==> config.mk <==
export PLATFORM = sky130hd
export DESIGN_NAME = lsu_mem_align
export DESIGN_NICKNAME = d
export VERILOG_FILES = /design/src/rtl/lsu_mem_align_pkg.sv /design/src/rtl/lsu_lane_extract.sv /design/src/rtl/lsu_mem_align.sv
export SDC_FILE = /design/constraint.sdc
export NUM_CORES = 1
export LEC_CHECK = 0
export CORE_ASPECT_RATIO = 0.5
export CORE_MARGIN = 3
export CORE_UTILIZATION = 35
export DETAILED_ROUTE_END_ITERATION = 7
export HOLD_SLACK_MARGIN = 0.12
export PLACE_DENSITY_LB_ADDON = 0.15
export SKIP_LAST_GASP = 1
export SLEW_MARGIN = 0
export SYNTH_ARGS = -nofsm -noshare
export SYNTH_HDL_FRONTEND = slang
export SYNTH_SLANG_ARGS = --single-unit
==> constraint.sdc <==
create_clock -name clk -period 2.52 [get_ports clk]
set_input_delay 0.252 -clock clk [delete_from_list [all_inputs] [get_ports clk]]
set_output_delay 0.252 -clock clk [all_outputs]
set_load 0.05 [all_outputs]
==> src/rtl/lsu_mem_align_pkg.sv <==
// Shared encodings and legality helpers for the load/store alignment unit.
// RV32I funct3 values, FSM state encoding and request legality rules.
package lsu_mem_align_pkg;

   localparam logic [2:0] F3_B  = 3'b000;
   localparam logic [2:0] F3_H  = 3'b001;
   localparam logic [2:0] F3_W  = 3'b010;
   localparam logic [2:0] F3_BU = 3'b100;
   localparam logic [2:0] F3_HU = 3'b101;

   typedef enum logic {
      ST_IDLE   = 1'b0,
      ST_RMW_WR = 1'b1
   } state_t;

   // Stores only support the signed encodings; loads also accept BU/HU.
   function automatic logic f3_legal(input logic we, input logic [2:0] f3);
      logic ok;
      ok = (f3 == F3_B) || (f3 == F3_H) || (f3 == F3_W);
      if (!we) begin
         ok = ok || (f3 == F3_BU) || (f3 == F3_HU);
      end
      return ok;
   endfunction

   function automatic logic misaligned(input logic [2:0] f3, input logic [1:0] lo);
      return (((f3 == F3_H) || (f3 == F3_HU)) && lo[0]) ||
             ((f3 == F3_W) && (lo != 2'b00));
   endfunction

endpackage

==> src/rtl/lsu_lane_extract.sv <==
// Selects the byte/halfword lane of a memory word and sign/zero extends it.
// Words and unknown encodings pass through unchanged.
module lsu_lane_extract
   import lsu_mem_align_pkg::*;
(
   input  logic [31:0] word,
   input  logic [1:0]  addr_lo,
   input  logic [2:0]  funct3,
   output logic [31:0] ext
);

   logic [7:0]  byte_sel;
   logic [15:0] half_sel;

   always_comb begin
      byte_sel = word[7:0];
      case (addr_lo)
         2'd0:    byte_sel = word[7:0];
         2'd1:    byte_sel = word[15:8];
         2'd2:    byte_sel = word[23:16];
         default: byte_sel = word[31:24];
      endcase
      half_sel = addr_lo[1] ? word[31:16] : word[15:0];

      case (funct3)
         F3_B:    ext = {{24{byte_sel[7]}}, byte_sel};
         F3_BU:   ext = {24'h000000, byte_sel};
         F3_H:    ext = {{16{half_sel[15]}}, half_sel};
         F3_HU:   ext = {16'h0000, half_sel};
         default: ext = word;
      endcase
   end

endmodule

==> src/rtl/lsu_mem_align.sv <==
// Load/store alignment unit in front of a word-only data memory.
// Loads respond one cycle after acceptance; SB/SH use a two-cycle read-modify-write.
module lsu_mem_align
   import lsu_mem_align_pkg::*;
#(
   parameter int DEPTH = 64
) (
   input  logic        clk,
   input  logic        rst_n,
   input  logic        req_valid,
   output logic        req_ready,
   input  logic        req_we,
   input  logic [2:0]  req_funct3,
   input  logic [31:0] req_addr,
   input  logic [31:0] req_wdata,
   output logic        resp_valid,
   output logic [31:0] resp_rdata,
   output logic        resp_err,
   output logic        mem_we,
   output logic [31:0] mem_addr,
   output logic [31:0] mem_wd,
   input  logic [31:0] mem_rd
);

   // Handshake: a request transfers on any rising edge where req_valid and
   // req_ready are both high; req_ready depends only on state, never on req_valid.

   localparam logic [31:0] ADDR_LIMIT = 32'(DEPTH * 4);

   state_t      state_q, state_d;
   logic [29:0] cap_word_addr_q, cap_word_addr_d;
   logic [31:0] cap_wdata_q, cap_wdata_d;
   logic        resp_valid_q, resp_valid_d;
   logic        resp_err_q, resp_err_d;
   logic [31:0] resp_rdata_q, resp_rdata_d;

   logic        accept;
   logic        req_legal;
   logic        is_load;
   logic        is_store_word;
   logic        is_store_part;
   logic [31:0] load_ext;
   logic [31:0] width_mask;
   logic [31:0] lane_mask;
   logic [31:0] wdata_shifted;
   logic [31:0] merged_word;
   logic [4:0]  lane_shift;

   lsu_lane_extract u_load_extract (
      .word    (mem_rd),
      .addr_lo (req_addr[1:0]),
      .funct3  (req_funct3),
      .ext     (load_ext)
   );

   // Zero-extending an all-ones word yields the access width as a mask.
   lsu_lane_extract u_mask_extract (
      .word    (32'hFFFF_FFFF),
      .addr_lo (2'b00),
      .funct3  ({1'b1, req_funct3[1:0]}),
      .ext     (width_mask)
   );

   always_comb begin
      accept        = req_valid && (state_q == ST_IDLE);
      req_legal     = f3_legal(req_we, req_funct3) &&
                      !misaligned(req_funct3, req_addr[1:0]) &&
                      (req_addr < ADDR_LIMIT);
      is_load       = accept && req_legal && !req_we;
      is_store_word = accept && req_legal && req_we && (req_funct3 == F3_W);
      is_store_part = accept && req_legal && req_we && (req_funct3 != F3_W);

      lane_shift    = {req_addr[1:0], 3'b000};
      lane_mask     = width_mask << lane_shift;
      wdata_shifted = req_wdata << lane_shift;
      merged_word   = (mem_rd & ~lane_mask) | (wdata_shifted & lane_mask);
   end

   always_ff @(posedge clk) begin
      if (!rst_n) begin
         state_q <= ST_IDLE;
      end else begin
         state_q <= state_d;
      end
   end

   always_comb begin
      state_d = state_q;
      case (state_q)
         ST_IDLE:   if (is_store_part) state_d = ST_RMW_WR;
         ST_RMW_WR: state_d = ST_IDLE;
         default:   state_d = ST_IDLE;
      endcase
   end

   // Reset gates the write strobe so an in-flight RMW is abandoned.
   always_comb begin
      req_ready = (state_q == ST_IDLE);
      mem_we    = 1'b0;
      mem_addr  = {req_addr[31:2], 2'b00};
      mem_wd    = req_wdata;
      case (state_q)
         ST_IDLE: begin
            mem_we = rst_n && is_store_word;
         end
         ST_RMW_WR: begin
            mem_we   = rst_n;
            mem_addr = {cap_word_addr_q, 2'b00};
            mem_wd   = cap_wdata_q;
         end
         default: begin
            mem_we = 1'b0;
         end
      endcase
   end

   always_comb begin
      cap_word_addr_d = is_store_part ? req_addr[31:2] : cap_word_addr_q;
      cap_wdata_d     = is_store_part ? merged_word : cap_wdata_q;
      resp_valid_d    = is_load;
      resp_err_d      = accept && !req_legal;
      resp_rdata_d    = is_load ? load_ext : resp_rdata_q;
   end

   always_ff @(posedge clk) begin
      if (!rst_n) begin
         cap_word_addr_q <= '0;
         cap_wdata_q     <= '0;
         resp_valid_q    <= 1'b0;
         resp_err_q      <= 1'b0;
         resp_rdata_q    <= '0;
      end else begin
         cap_word_addr_q <= cap_word_addr_d;
         cap_wdata_q     <= cap_wdata_d;
         resp_valid_q    <= resp_valid_d;
         resp_err_q      <= resp_err_d;
         resp_rdata_q    <= resp_rdata_d;
      end
   end

   assign resp_valid = resp_valid_q;
   assign resp_err   = resp_err_q;
   assign resp_rdata = resp_rdata_q;

endmodule

==> run summary <==
====================================================================================================
Instance count of the mapped netlist                                                             632
Die boundary height                                                                          97.3 µm
Metal2 WL                                                                                    9090 µm
Syn Std Cell Area                                                                           5830 µm²
Filler cells                                                                                   1,495
Placed wire-length estimate after detailed placement                                       15,900 µm
Pre-Repair DR Iteration Count                                                                      5
Total cell area at the placement stage                                                      8040 µm²
Max-slew violations                                                                                0
Clock latency on the worst-skew pair                                                          340 ps
Ys flop type                                                                                 dfxtp_1
Actual slew at the worst max-slew pin                                                         587 ps
Sequential cell area fraction in the yosys report                                              33.3%
CTS Hold Buffers Added                                                                             0
Design area                                                                                 8360 µm²
Setup skew after layout                                                                      5.15 ps
Unrepaired setup endpoints after global routing                                                   no
Clock-pin slew reported for the worst setup and hold paths after clock tree synthesis          70 ps
Sequential cell area                                                                        1940 µm²
P per Cell Area                                                                           461 nW/µm²
Sequential cell fraction of total power                                                        39.8%
Global-route wire length before repair                                                     32,600 µm
Die width                                                                                     189 µm
Class of the tightest hold or removal check                                             primary input to register
Startpoint class of the critical path                                                   primary input
Count of vias placed by the detailed router                                                    5,636
Cell at the root of the clock tree                                                         clkbuf_16
Finished Layout Cells                                                                          1,039
Clock tree from TritonCTS                                                                       done
Net count reported at finish                                                                     914
Top fanout value on the critical path                                                              2
Placed Instances                                                                               1,021
Highest metal used                                                                              met5
Hold Slack                                                                                    264 ps
Period utilization                                                                             95.5%
Result of the run                                                                       finished, final reports clean
Final Hold Fails                                                                                   0
Normalized max-slew margin                                                                     60.7%
Per-instance average area after synthesis                                                   9.23 µm²
Number of synthesized flops with an enable pin                                                     0
Total routed wire length on the met1 layer                                                   9950 µm
Mean number of vias per cell                                                                    5.42
Reg2reg setup slack                                                                           580 ps
Number of buffers created by CTS                                                                   9
Buffers inserted during post-CTS setup optimization                                                0
Final routed DRC violation total                                                                   0
Total overflow reported by the global router                                                       0
Minimum setup slack after placement                                                          59.0 ps
Share of post-route cells with drive strength above 1                                          21.4%
Worst Path Required                                                                          2270 ps
Switch Pwr                                                                                   1.20 mW
Peak supply drop                                                                          0.000345 V
Met3 routed WL                                                                               1710 µm
Kind of critical path                                                                   primary input to output port
Yosys Warn Count                                                                                   0
Final worst path period need                                                                 2410 ps
Max Freq                                                                                     416 MHz
Overall power of the completed layout                                                        3.85 mW
Largest net degree at the start of global routing                                                 43
Post-synthesis sequential element count                                                           97
# IOs                                                                                            203
Total of cells resized after clock tree synthesis                                                  0
Initial cell density of the core                                                               36.8%
H-Tree Depth                                                                                       3
Count of routing violations after the opening detailed-route iteration                           445
Number of placement rows                                                                          32
Combined area of the multi-input logic cells                                                3590 µm²
Number of setup violations in the final report                                                     0
Internal Dissipation                                                                         2.65 mW
Wire per inst                                                                                20.2 µm
Post-route ant nets                                                                                0
Number of antenna violations at the first check in global routing                                  3
Synth unique cells                                                                                56
Count of buffers inserted at the top-level ports                                                 200
Final worst setup slack                                                                       114 ps
Weighted congestion reported at the end of routability-driven placement                        0.856
Die ar.                                                                                   18,300 µm²
Max-cap check violation count                                                                      0
Wire length after detailed routing                                                         21,000 µm
LEAKAGE                                                                                      3.40 nW
Number of global-route vias before repair                                                      5,586
Post-route core utilization                                                                    52.7%
Clock share of power                                                                           36.2%
Endpoint kind of the worst setup timing path                                             output port
Overall Global Routing Usage                                                                   22.4%
Data arrival time at the worst-slack endpoint                                                2150 ps
Post-synthesis async set-or-reset flop share                                                      0%
Setup Total Neg Slack                                                                           0 ps
Share of power burned in combinational logic                                                   24.0%
Area added between synthesis and finish                                                        43.3%
Net switching share of the total power                                                         31.2%
# clock sinks                                                                                     97
Maximum number of buffers from clock root to sink                                                  2
Core Area                                                                                 15,900 µm²
====================================================================================================
==> worst paths after layout <==
check | startpoint | end | cells past startpoint
worst max register to register | state_q$_SDFF_PP0_ | cap_wdata_q[7]$_SDFFE_PN0P_ | 6
worst min-delay path | rst_n | cap_word_addr_q[5]$_SDFFE_PN0P_ | 3
worst min register to register | cap_word_addr_q[1]$_SDFFE_PN0P_ | cap_word_addr_q[1]$_SDFFE_PN0P_ | 2
worst max-delay path | req_addr[27] | mem_we | 6
==> metal layers <==
| metal | vias up | global-route usage [%] |
|---|---|---|
| met3 | 18 | 5.73 |
| met4 | 2 | 5.15 |
| li1 | 2696 | - |
| met2 | 222 | 33.9 |
| met1 | 2698 | 32.1 |
| met5 | - | 0 |
==> layout make-up <==
cell class                 instances  share of cell area [%]
antenna                            2                  0.0599
clock inverter                     6                   0.689
tap                              221                    3.31
multi-input combinational        467                    43.0
timing repair buffer             231                    26.6
clock buffer                      10                    2.86
inverter                           5                   0.225
sequential                        97                    23.3
==> power by group through the flow <==
stage / combinational, mW / clock, mW / sequential (mW)
3_3_place_gp: 0.910 / 0 / 1.57
4_1_cts: 0.917 / 1.42 / 1.53
5_1_grt: 0.974 / 1.47 / 1.53
2_1_floorplan: 0.512 / 0 / 1.57
3_5_place_dp: 0.913 / 0 / 1.57
6_report: 0.923 / 1.39 / 1.53
==> flip-flops by register name, indices dropped and copies added, names as in the netlist <==
| name | count |
|---|---|
| resp_valid | 1 |
| resp_err | 1 |
| state_q | 1 |
| cap_wdata_q | 32 |
| cap_word_addr_q | 30 |
| resp_rdata | 32 |
==> layout by cell type, fill, tap and decap left out, types with 3 or more instances in the layout <==
| cell type | Yosys | final |
|---|---|---|
| o21ai_0 | 25 | 25 |
| a22oi_1 | 16 | 16 |
| a311oi_1 | 7 | 7 |
| nand2b_1 | 12 | 12 |
| nor2_1 | 7 | 7 |
| o21a_1 | 15 | 15 |
| o2111a_1 | 8 | 8 |
| nand2_1 | 88 | 88 |
| nor4_1 | 5 | 4 |
| nor3_1 | 11 | 10 |
| buf_4 | 4 | 60 |
| a211oi_1 | 9 | 9 |
| dfxtp_1 | 97 | 96 |
| o22a_1 | 6 | 6 |
| a21boi_0 | 14 | 14 |
| clkdlybuf4s50_1 | 0 | 162 |
| a31oi_1 | 15 | 15 |
| mux2i_1 | 71 | 71 |
| buf_12 | 0 | 7 |
| and3_1 | 27 | 27 |
| o31ai_1 | 6 | 6 |
| clkinv_4 | 0 | 3 |
| mux2_2 | 79 | 79 |
| inv_1 | 3 | 3 |
| o221ai_1 | 7 | 7 |
| clkbuf_16 | 0 | 9 |
| and2_1 | 6 | 6 |
==> critical path: stages <==
cell             delay [ps]
clkdlybuf4s50_1         410
or4_1                   570
nand4b_1                290
nor3_2                  240
a41o_1                  240
buf_12                  150
==> cell usage after synthesis, drive strengths merged, types with 7 or more instances <==
cell | instances | share of area (%)
a211oi | 9 | 1.2
a21boi | 14 | 1.8
a22oi | 16 | 2.1
a311oi | 7 | 1.1
a31oi | 15 | 1.6
and3 | 27 | 2.9
buf | 22 | 2.3
clkbuf | 42 | 2.7
dfxtp | 97 | 33
mux2 | 79 | 15
mux2i | 71 | 12
nand2 | 88 | 5.7
nand2b | 12 | 1.3
nor2 | 7 | 0.45
nor3 | 11 | 0.94
o2111a | 8 | 1.5
o21a | 15 | 1.9
o21ai | 25 | 2.1
o221ai | 7 | 1.1
==> kinds of logic (layout without fill, tap and decap cells) <==
kind of cell	after synthesis	in the layout	share of synthesized area (%)
other	1	4	0.0643
buffers and inverters	69	252	5.39
and+or+nand+nor	173	173	14.9
muxes	152	152	28.3
DFF	97	97	33.3
AOI/OAI and AO/OA	140	140	18.1
Power figures use the tool's default switching activity.
